[config.mk]
export PLATFORM = sky130hd
export DESIGN_NAME = rc4_ksa_engine
export DESIGN_NICKNAME = d
export VERILOG_FILES = /design/src/rtl/rc4_ksa_engine.sv
export SDC_FILE = /design/constraint.sdc
export NUM_CORES = 1
export LEC_CHECK = 0
export ABC_AREA = 0
export ABC_CLOCK_PERIOD_IN_PS = 7200
export CAP_MARGIN = 20
export CORE_AREA = 5 5 137 139
export DETAILED_ROUTE_END_ITERATION = 16
export DIE_AREA = 0 0 142 144
export PLACE_DENSITY_LB_ADDON = 0.25
export RECOVER_POWER = 25
export SLEW_MARGIN = 20
export SYNTH_ARGS = -nofsm -noshare
export SYNTH_HDL_FRONTEND = slang
export SYNTH_SLANG_ARGS = --single-unit
[constraint.sdc]
create_clock -name clk -period 7.2 [get_ports clk]
set_clock_uncertainty 0.1 [all_clocks]
set_input_delay 0.72 -clock clk [delete_from_list [all_inputs] [get_ports clk]]
set_output_delay 0.72 -clock clk [all_outputs]
set_load 0.01 [all_outputs]
[src/rtl/rc4_ksa_engine.sv]
// RC4 key-scheduling engine: optional identity fill, then the 256-step swap loop
// over an external single-port 256x8 RAM with a build-time read latency.
module rc4_ksa_engine #(
  parameter int MAX_KEY_BYTES = 16,
  parameter int RD_LATENCY    = 2,
  parameter int KL_W          = $clog2(MAX_KEY_BYTES + 1)
) (
  input  logic                       clk,
  input  logic                       rst_n,
  input  logic                       start,
  input  logic                       do_init,
  input  logic [KL_W-1:0]            key_len,
  input  logic [8*MAX_KEY_BYTES-1:0] key,
  output logic                       busy,
  output logic                       done,
  output logic [7:0]                 addr,
  input  logic [7:0]                 rddata,
  output logic [7:0]                 wrdata,
  output logic                       wren,
  output logic [3:0]                 dbg_state
);

  typedef enum logic [3:0] {
    S_IDLE    = 4'd0,
    S_INIT_WR = 4'd1,
    S_RD_I    = 4'd2,
    S_WAIT_I  = 4'd3,
    S_RD_J    = 4'd4,
    S_WAIT_J  = 4'd5,
    S_WR_J    = 4'd6,
    S_WR_I    = 4'd7,
    S_DONE    = 4'd8
  } state_t;

  localparam int              KW        = 8 * MAX_KEY_BYTES;
  localparam logic [KL_W-1:0] KL_MAX    = KL_W'(MAX_KEY_BYTES);
  localparam logic [2:0]      WAIT_LAST = 3'(RD_LATENCY - 1);

  state_t          state_q, state_d;
  logic [7:0]      i_q, i_d;
  logic [7:0]      j_q, j_d;
  logic [7:0]      si_q, si_d;
  logic [7:0]      sj_q, sj_d;
  logic [KL_W-1:0] kidx_q, kidx_d;
  logic [KL_W-1:0] klen_q, klen_d;
  logic [KW-1:0]   key_q, key_d;
  logic [2:0]      wcnt_q, wcnt_d;
  logic [7:0]      key_byte;
  logic [KL_W-1:0] kidx_inc;

  always_ff @(posedge clk or negedge rst_n) begin
    if (!rst_n) begin
      state_q <= S_IDLE;
      i_q     <= '0;
      j_q     <= '0;
      si_q    <= '0;
      sj_q    <= '0;
      kidx_q  <= '0;
      klen_q  <= '0;
      key_q   <= '0;
      wcnt_q  <= '0;
    end else begin
      state_q <= state_d;
      i_q     <= i_d;
      j_q     <= j_d;
      si_q    <= si_d;
      sj_q    <= sj_d;
      kidx_q  <= kidx_d;
      klen_q  <= klen_d;
      key_q   <= key_d;
      wcnt_q  <= wcnt_d;
    end
  end

  // Byte 0 is the most significant byte of the latched key.
  always_comb begin
    key_byte = '0;
    for (int k = 0; k < MAX_KEY_BYTES; k++) begin
      if (kidx_q == KL_W'(k)) key_byte = key_q[KW-1-8*k -: 8];
    end
  end

  assign kidx_inc  = kidx_q + KL_W'(1);
  assign dbg_state = state_q;

  always_comb begin
    state_d = state_q;
    i_d     = i_q;
    j_d     = j_q;
    si_d    = si_q;
    sj_d    = sj_q;
    kidx_d  = kidx_q;
    klen_d  = klen_q;
    key_d   = key_q;
    wcnt_d  = wcnt_q;
    busy    = (state_q != S_IDLE);
    done    = 1'b0;
    addr    = '0;
    wrdata  = '0;
    wren    = 1'b0;

    case (state_q)
      S_IDLE: begin
        if (start) begin
          key_d   = key;
          klen_d  = ((key_len == '0) || (key_len > KL_MAX)) ? KL_MAX : key_len;
          i_d     = '0;
          j_d     = '0;
          kidx_d  = '0;
          state_d = do_init ? S_INIT_WR : S_RD_I;
        end
      end
      S_INIT_WR: begin
        wren   = 1'b1;
        addr   = i_q;
        wrdata = i_q;
        i_d    = i_q + 8'd1;
        if (i_q == 8'hFF) state_d = S_RD_I;
      end
      S_RD_I: begin
        addr    = i_q;
        wcnt_d  = '0;
        state_d = S_WAIT_I;
      end
      S_WAIT_I: begin
        addr = i_q;
        if (wcnt_q == WAIT_LAST) begin
          si_d    = rddata;
          j_d     = j_q + rddata + key_byte;
          kidx_d  = (kidx_inc == klen_q) ? '0 : kidx_inc;
          state_d = S_RD_J;
        end else begin
          wcnt_d = wcnt_q + 3'd1;
        end
      end
      S_RD_J: begin
        addr    = j_q;
        wcnt_d  = '0;
        state_d = S_WAIT_J;
      end
      S_WAIT_J: begin
        addr = j_q;
        if (wcnt_q == WAIT_LAST) begin
          sj_d    = rddata;
          state_d = S_WR_J;
        end else begin
          wcnt_d = wcnt_q + 3'd1;
        end
      end
      S_WR_J: begin
        wren    = 1'b1;
        addr    = j_q;
        wrdata  = si_q;
        state_d = S_WR_I;
      end
      // When i == j both writes hit one address with the same value.
      S_WR_I: begin
        wren    = 1'b1;
        addr    = i_q;
        wrdata  = sj_q;
        i_d     = i_q + 8'd1;
        state_d = (i_q == 8'hFF) ? S_DONE : S_RD_I;
      end
      S_DONE: begin
        done    = 1'b1;
        state_d = S_IDLE;
      end
      default: state_d = S_IDLE;
    endcase
  end

endmodule

==> results.yml, run 1 <==
status:
  status: "complete, no violations"
worst_setup_path:
  crit_fanout: 25
  path_class: "reg -> reg"
  cp-end-kind: "register"
  r2r_slack_ns: 2.44
  worstRegToRegCells: 17
  start_kind: "register"
  cp_data_arrival_time_ns: 4.93
  critical_path_required_ns: 7.38
  r2r-start: "kidx_q[0]"
  r2r_end: "j_q[7]"
cts:
  post_cts_buffers: 0
  cts_tree: "built"
  cts_made_buffers: 17
  cts_sinks: 177
  path_clk_slew_ns: 0.06
  clock_path_buffers: 2
  h-tree-depth: 4
  holdBufCountCts: 0
  clk_latency_ns: 0.42
  clockRootBuffer: "clkbuf_16"
  cts_resized: 0
power:
  ir_worst_vdd_uv: 165
  p_per_area_nw_per_um2: 207
  p_leak_nw: 5.40
synthesis:
  synthCells: 866
  yosysSeqAreaShare_pct: 47.2
  yosys_warnings: 0
  synth_seq_cells: 177
  synth.distinct_cells: 73
  synth_edf_count: 0
  async_flop_share_pct: 100
  syn_area_sq_um: 9390
  synth_nets: 1034
  synthFlopType: "dfrtp_1"
  syn_area_per_cell_sq_um: 10.8
floorplanning:
  pin_count: 168
  initial_core_util_pct: 53.5
  dieArea_sq_um: 20400
  die_w_um: 142
  core_sq_um: 17500
  rows: 49
  dieHeight_um: 144
global_routing:
  grt_pass1_vias: 7420
  gr-usage-all-layers_pct: 24.7
  antenna_found_initial: 0
  grt_pass1_wl_um: 39800
  grt_max_degree: 97
  grt-ovfl-total: 0
timing:
  setup_viol: 0
  slew_violations: 0
  fin_ws_ns: 2.44
  hold_violations: 0
  slew_headroom_pct: 31.3
  timing.hold.ws_ns: 0.276
  grt_setup_unrepaired: "no"
  maxClockFrequency_mhz: 210
  min_period_ns: 4.76
  setup_tns_ns: 0
  finalCritPeriodShare_pct: 66.1
  worst_slew_pin_slew_ns: 1.03
cells_and_area:
  layout_common_cells: "177 x dfrtp_1, 166 x clkdlybuf4s50_1, 135 x mux2_2"
  area_growth_pct: 24.6
  antennaDiodeCount: 0
  final_common_cell: "dfrtp_1"
  fin_cells: 1240
  fin_nets: 1167
  fin_util_pct: 66.7
  nFillCells: 1380
  drive_gt1_share_pct: 20.1
detailed_routing:
  antenna_left: 0
  avgRoutedWirePerCell_um: 20.1
  wl_um: 24900
  via_per_inst: 5.94
  dr.pass1.iters: 8
  drc_errors: 0
  vias: 7364
  first_iter_violations: 673
placed_design:
  place_congestion: 0.963
  numPortBuffers: 167
  hpwl_um: 18300
  pre_cts_ws_ns: 2.49
  dp_cells: 1209
flow_run:
  maxCapViolCount: 0
min_path:
  hold_path.class: "in -> async"
layer usage:
layer / track usage (%) / routed length [um] / vias to the layer above
li1: - / - / 3385
met1: 33.4 / 10500 / 3621
met2: 40.2 / 12100 / 297
met3: 4.23 / 1470 / 61
met4: 9.29 / 811 / 0
met5: 0 / 0 / -
kinds of logic after synthesis:
family	synth area share, %
buffers and inverters	4.72
adder cells (fa/ha/maj)	3.71
XOR/XNOR	1.40
AO/OA/AOI/OAI	15.1
flip-flops	47.2
AND/OR/NAND/NOR	11.6
multiplexers	16.3
worst max-delay path by stage:
stage | startpoint | end | slack, ns | cells after the start
floorplan | kidx_q[0] | j_q[7] | 3.07 | 19
CTS | kidx_q[0] | j_q[7] | 2.48 | 17
finish | kidx_q[0] | j_q[7] | 2.44 | 17
global route | kidx_q[1] | j_q[7] | 2.16 | 20
global placement | kidx_q[0] | j_q[7] | 2.61 | 17
detailed placement | kidx_q[0] | j_q[7] | 2.49 | 17
critical path, cell delays in order (launching register included):
cell	delay [ns]
dfrtp_1	0.45
ha_1	0.77
and4bb_1	0.65
o21ai_1	0.13
a21oi_1	0.20
o21ai_1	0.12
a22o_1	0.22
fa_1	0.49
ha_1	0.17
inv_1	0.06
fa_1	0.40
nor2b_1	0.16
nor3_1	0.08
o21bai_1	0.14
a21oi_1	0.09
xnor2_1	0.19
xnor2_1	0.14
o21ai_1	0.08
final cells by class:
cell class | count | area [sq um] | share of cell area [%]
Inverter | 37 | 139 | 1.19
Sequential cell | 177 | 4430 | 37.9
Multi-Input combinational cell | 595 | 4530 | 38.7
Clock buffer | 20 | 447 | 3.82
Timing Repair Buffer | 171 | 1710 | 14.6
Tap cell | 229 | 287 | 2.45
Clock inverter | 11 | 154 | 1.32
state kept, by name, summed over array words and instances, names as in the netlist:
signal and flops:
j_q 8, wcnt_q 3, kidx_q 5, i_q 8, si_q 8, klen_q 5
key_q 128, sj_q 8, dbg_state 4
stage by stage:
step	total power, W	area (sq um)
global placement	0.00146	11100
floorplan	0.00126	9390
global route	0.00252	11700
detailed placement	0.00147	11100
CTS	0.00243	11700
finish	0.00242	11700
cells in the mapped netlist, drive strengths merged (8+ instances only):
library cell	n	area (sq um)
a21oi	62	318
a222oi	8	80.1
a22o	10	87.6
buf	43	249
clkbuf	14	55.1
dfrtp	177	4430
fa	8	160
ha	15	188
inv	37	139
mux2	135	1520
nand2	64	248
nand2b	18	128
nand3	8	40.0
nor2	55	219
nor3	8	40.0
nor4	10	77.6
o21ai	58	294
o22ai	26	163
xor2	8	70.1
power breakdown:
| group | switching [W] | internal [W] |
|---|---|---|
| Clock | 0.000396 | 0.000559 |
| Sequential | 0.0000396 | 0.00102 |
| Combinational | 0.000178 | 0.000223 |
Power figures use the tool's default switching activity.
==> run 2: changes to the inputs <==
--- a/config.mk
+++ b/config.mk
@@ -6,11 +6,11 @@
 export NUM_CORES = 1
 export LEC_CHECK = 0
 export ABC_AREA = 0
-export ABC_CLOCK_PERIOD_IN_PS = 7200
+export ABC_CLOCK_PERIOD_IN_PS = 4410
 export CAP_MARGIN = 20
-export CORE_AREA = 5 5 137 139
+export CORE_AREA = 5 5 140 142
 export DETAILED_ROUTE_END_ITERATION = 16
-export DIE_AREA = 0 0 142 144
+export DIE_AREA = 0 0 145 147
 export PLACE_DENSITY_LB_ADDON = 0.25
 export RECOVER_POWER = 25
 export SLEW_MARGIN = 20
==> constraint.sdc (replaced) <==
create_clock -name clk -period 4.41 [get_ports clk]
set_clock_uncertainty 0.1 [all_clocks]
set_input_delay 0.441 -clock clk [delete_from_list [all_inputs] [get_ports clk]]
set_output_delay 0.441 -clock clk [all_outputs]
set_load 0.01 [all_outputs]
==> run 2 against run 1 <==
  * The flow now finishes with violations (capacitance limit, slew limit)
  * Highest routed layer unchanged
  * Worst setup slack got worse by 2.3 ns
  * Die area is 4.2% higher
  * Total power grew 62%
  * Sequential share of layout area shrank 0.88 points
  * First-iteration DRC count down 13%
  * Non-clock buffer count grew 28
  * Global-route usage down 1.5 points
  * Design area up 2.5%
  * Maximum frequency up 11%
  * Clock power grew 60%
==> results.yml, run 2 (synthesis gave the netlist of run 1 again) <==
timing:
  hold_violations: 0
  worst_slew_pin_slew_ns: 2.39
  maxClockFrequency_mhz: 234
  slew_headroom_pct: -59.5
  fin_ws_ns: 0.140
  timing.hold.ws_ns: 0.381
  grt_setup_unrepaired: "yes"
  finalCritPeriodShare_pct: 96.8
  setup_viol: 0
  setup_tns_ns: 0
  min_period_ns: 4.27
  slew_violations: 95
detailed_routing:
  antenna_left: 0
  avgRoutedWirePerCell_um: 19.6
  vias: 7396
  wl_um: 24900
  via_per_inst: 5.81
  dr.pass1.iters: 5
  drc_errors: 0
  first_iter_violations: 583
worst_setup_path:
  worstRegToRegCells: 20
  r2r-start: "kidx_q[0]"
  path_buf_inv: 2
  cp_top_family: "adder cells"
  cpMostUsedCell: "o21ai_1"
  cp-end-kind: "register"
  slowest_stage: "fa_1"
  cp_data_arrival_time_ns: 4.46
  slowest_delay_ns: 0.49
  cp_cell_sequence: "ha_2 > buf_4 > nor3_2 > nor2_2 > a221oi_1 > o21ai_1 > a21oi_1 > o21ai_1 > a22o_1 > fa_1 > ha_1 > inv_1 > fa_1 > nor2b_1 > nor3_1 > o21bai_1 > a21oi_1 > xnor2_1 > xnor2_1 > o21ai_1"
  start_kind: "register"
  r2r_slack_ns: 0.14
  path_class: "reg -> reg"
  r2r_end: "j_q[7]"
  crit_start: "kidx_q[0]"
  crit_fanout: 7
  critical_path_required_ns: 4.60
floorplanning:
  dieArea_sq_um: 21300
  dieHeight_um: 147
  rows: 50
  core_sq_um: 18300
  die_w_um: 145
  pin_count: 168
  initial_core_util_pct: 51.2
min_path:
  whs_path_depth: 2
  min_to: "si_q[0]"
  hold_path.class: "reg -> reg"
  hold_start: "si_q[0]"
power:
  swShare_pct: 26.1
  p_per_area_nw_per_um2: 326
  p_sw_w: 0.00102
  p_leak_nw: 5.55
  clkPwrFrac_pct: 39.1
  power.share.sequential_pct: 44.3
  p_int_w: 0.00289
  combPwrFrac_pct: 16.6
  total_power_w: 0.00391
  ir_worst_vdd_uv: 277
status:
  status: "finished, violations left"
  violations: "capacitance limit, slew limit"
cts:
  holdBufCountCts: 0
  clk_latency_ns: 0.43
  cts_sinks: 177
  path_clk_slew_ns: 0.07
  h-tree-depth: 4
  clock_path_buffers: 2
  cts_made_buffers: 17
  clockRootBuffer: "clkbuf_16"
  cts_tree: "built"
global_routing:
  use_met1_pct: 32.3
  grt_use_met2_pct: 36.6
  antenna_found_initial: 0
  grt_pass1_wl_um: 39900
  top_usage_layer: "met2"
  grt-ovfl-total: 0
  grt_pass1_vias: 7381
  grt_use_met3_pct: 4.57
  gr-usage-all-layers_pct: 23.2
  grt_max_degree: 96
placed_design:
  hpwl_um: 18500
  place_congestion: 0.930
  pre_cts_ws_ns: -0.0220
  numPortBuffers: 167
cells_and_area:
  antennaDiodeCount: 0
  fin_nets: 1195
  largest_reg_flops: 128
  final_common_cell: "dfrtp_1"
  layout_common_cells: "172 x dfrtp_1, 166 x clkdlybuf4s50_1, 135 x mux2_2"
  top_register: "key_q"
  drive_gt1_share_pct: 24.2
  area_growth_pct: 27.7
flow_run:
  maxCapViolCount: 1
-- run 2: cell count changes in the layout (fill, tap and decap cells not counted), moves of 4 or more --
cell,before,now
dfrtp_2,0,5
ha_1,15,11
buf_4,3,30
dfrtp_1,177,172
-- run 2: worst max path at each step --
stage                   to  slack (ns)  depth (start not counted)
floorplan           j_q[7]        0.28                         19
global route        j_q[7]       -0.05                         20
global placement    j_q[7]        0.18                         19
CTS                 j_q[7]        0.09                         20
detailed placement  j_q[7]       -0.02                         19
finish              j_q[7]        0.14                         20
-- run 2: repair_timing --
item / in CTS / in global routing
gates cloned: 0 / 0
gates resized for setup: 2 / 22
buffers inserted: 0 / 3
pin swaps: 0 / 3
endpoints found under the setup margin: 1 / 2
-- run 2: final cells by class --
class | instances | area, sq um
Sequential cell | 177 | 4440
Inverter | 37 | 139
Clock buffer | 18 | 439
Tap cell | 234 | 293
Timing Repair Buffer | 199 | 1930
Clock inverter | 14 | 154
Multi-Input combinational cell | 595 | 4590
Fill cell | 1455 | 6340
-- run 2: power groups by stage --
stage / Sequential [W] / Clock (W) / Combinational, W
4_1_cts: 0.00173 / 0.00155 / 0.000653
3_5_place_dp: 0.00176 / 0 / 0.000646
2_1_floorplan: 0.00173 / 0 / 0.000328
5_1_grt: 0.00174 / 0.00162 / 0.000725
3_3_place_gp: 0.00176 / 0 / 0.000628
6_report: 0.00173 / 0.00153 / 0.000650
-- run 2: stage by stage --
stage / cells / cell area [sq um] / util [%]
floorplan: 866 / 9390 / -
global placement: 1239 / 11300 / 61.7
detailed placement: 1239 / 11300 / 61.7
CTS: 1271 / 11900 / 64.9
global route: 1274 / 12000 / 65.4
finish: 1274 / 12000 / 65.4
-- run 2: worst reg2reg max path, cell delays in order (launching register included) --
cell and delay [ns]:
dfrtp_2 0.45, ha_2 0.23, buf_4 0.17, nor3_2 0.19, nor2_2 0.09, a221oi_1 0.25
o21ai_1 0.12, a21oi_1 0.19, o21ai_1 0.13, a22o_1 0.23, fa_1 0.49, ha_1 0.17
inv_1 0.06, fa_1 0.40, nor2b_1 0.16, nor3_1 0.08, o21bai_1 0.15, a21oi_1 0.09
xnor2_1 0.17, xnor2_1 0.14, o21ai_1 0.07
-- run 2: per-layer routing --
layer	up-vias	part of all wire, %
li1	3445	-
met1	3643	44
met2	259	48
met3	49	5.7
met4	0	2.6
met5	-	0
==> run 3: changes to the inputs <==
--- a/config.mk
+++ b/config.mk
@@ -9,6 +9,7 @@
 export ABC_CLOCK_PERIOD_IN_PS = 4410
 export CAP_MARGIN = 20
 export CORE_AREA = 5 5 140 142
+export CTS_CLUSTER_SIZE = 10
 export DETAILED_ROUTE_END_ITERATION = 16
 export DIE_AREA = 0 0 145 147
 export PLACE_DENSITY_LB_ADDON = 0.25
==> results of run 3 <==
Final layout, timing and power as in run 2 (identical DEF).
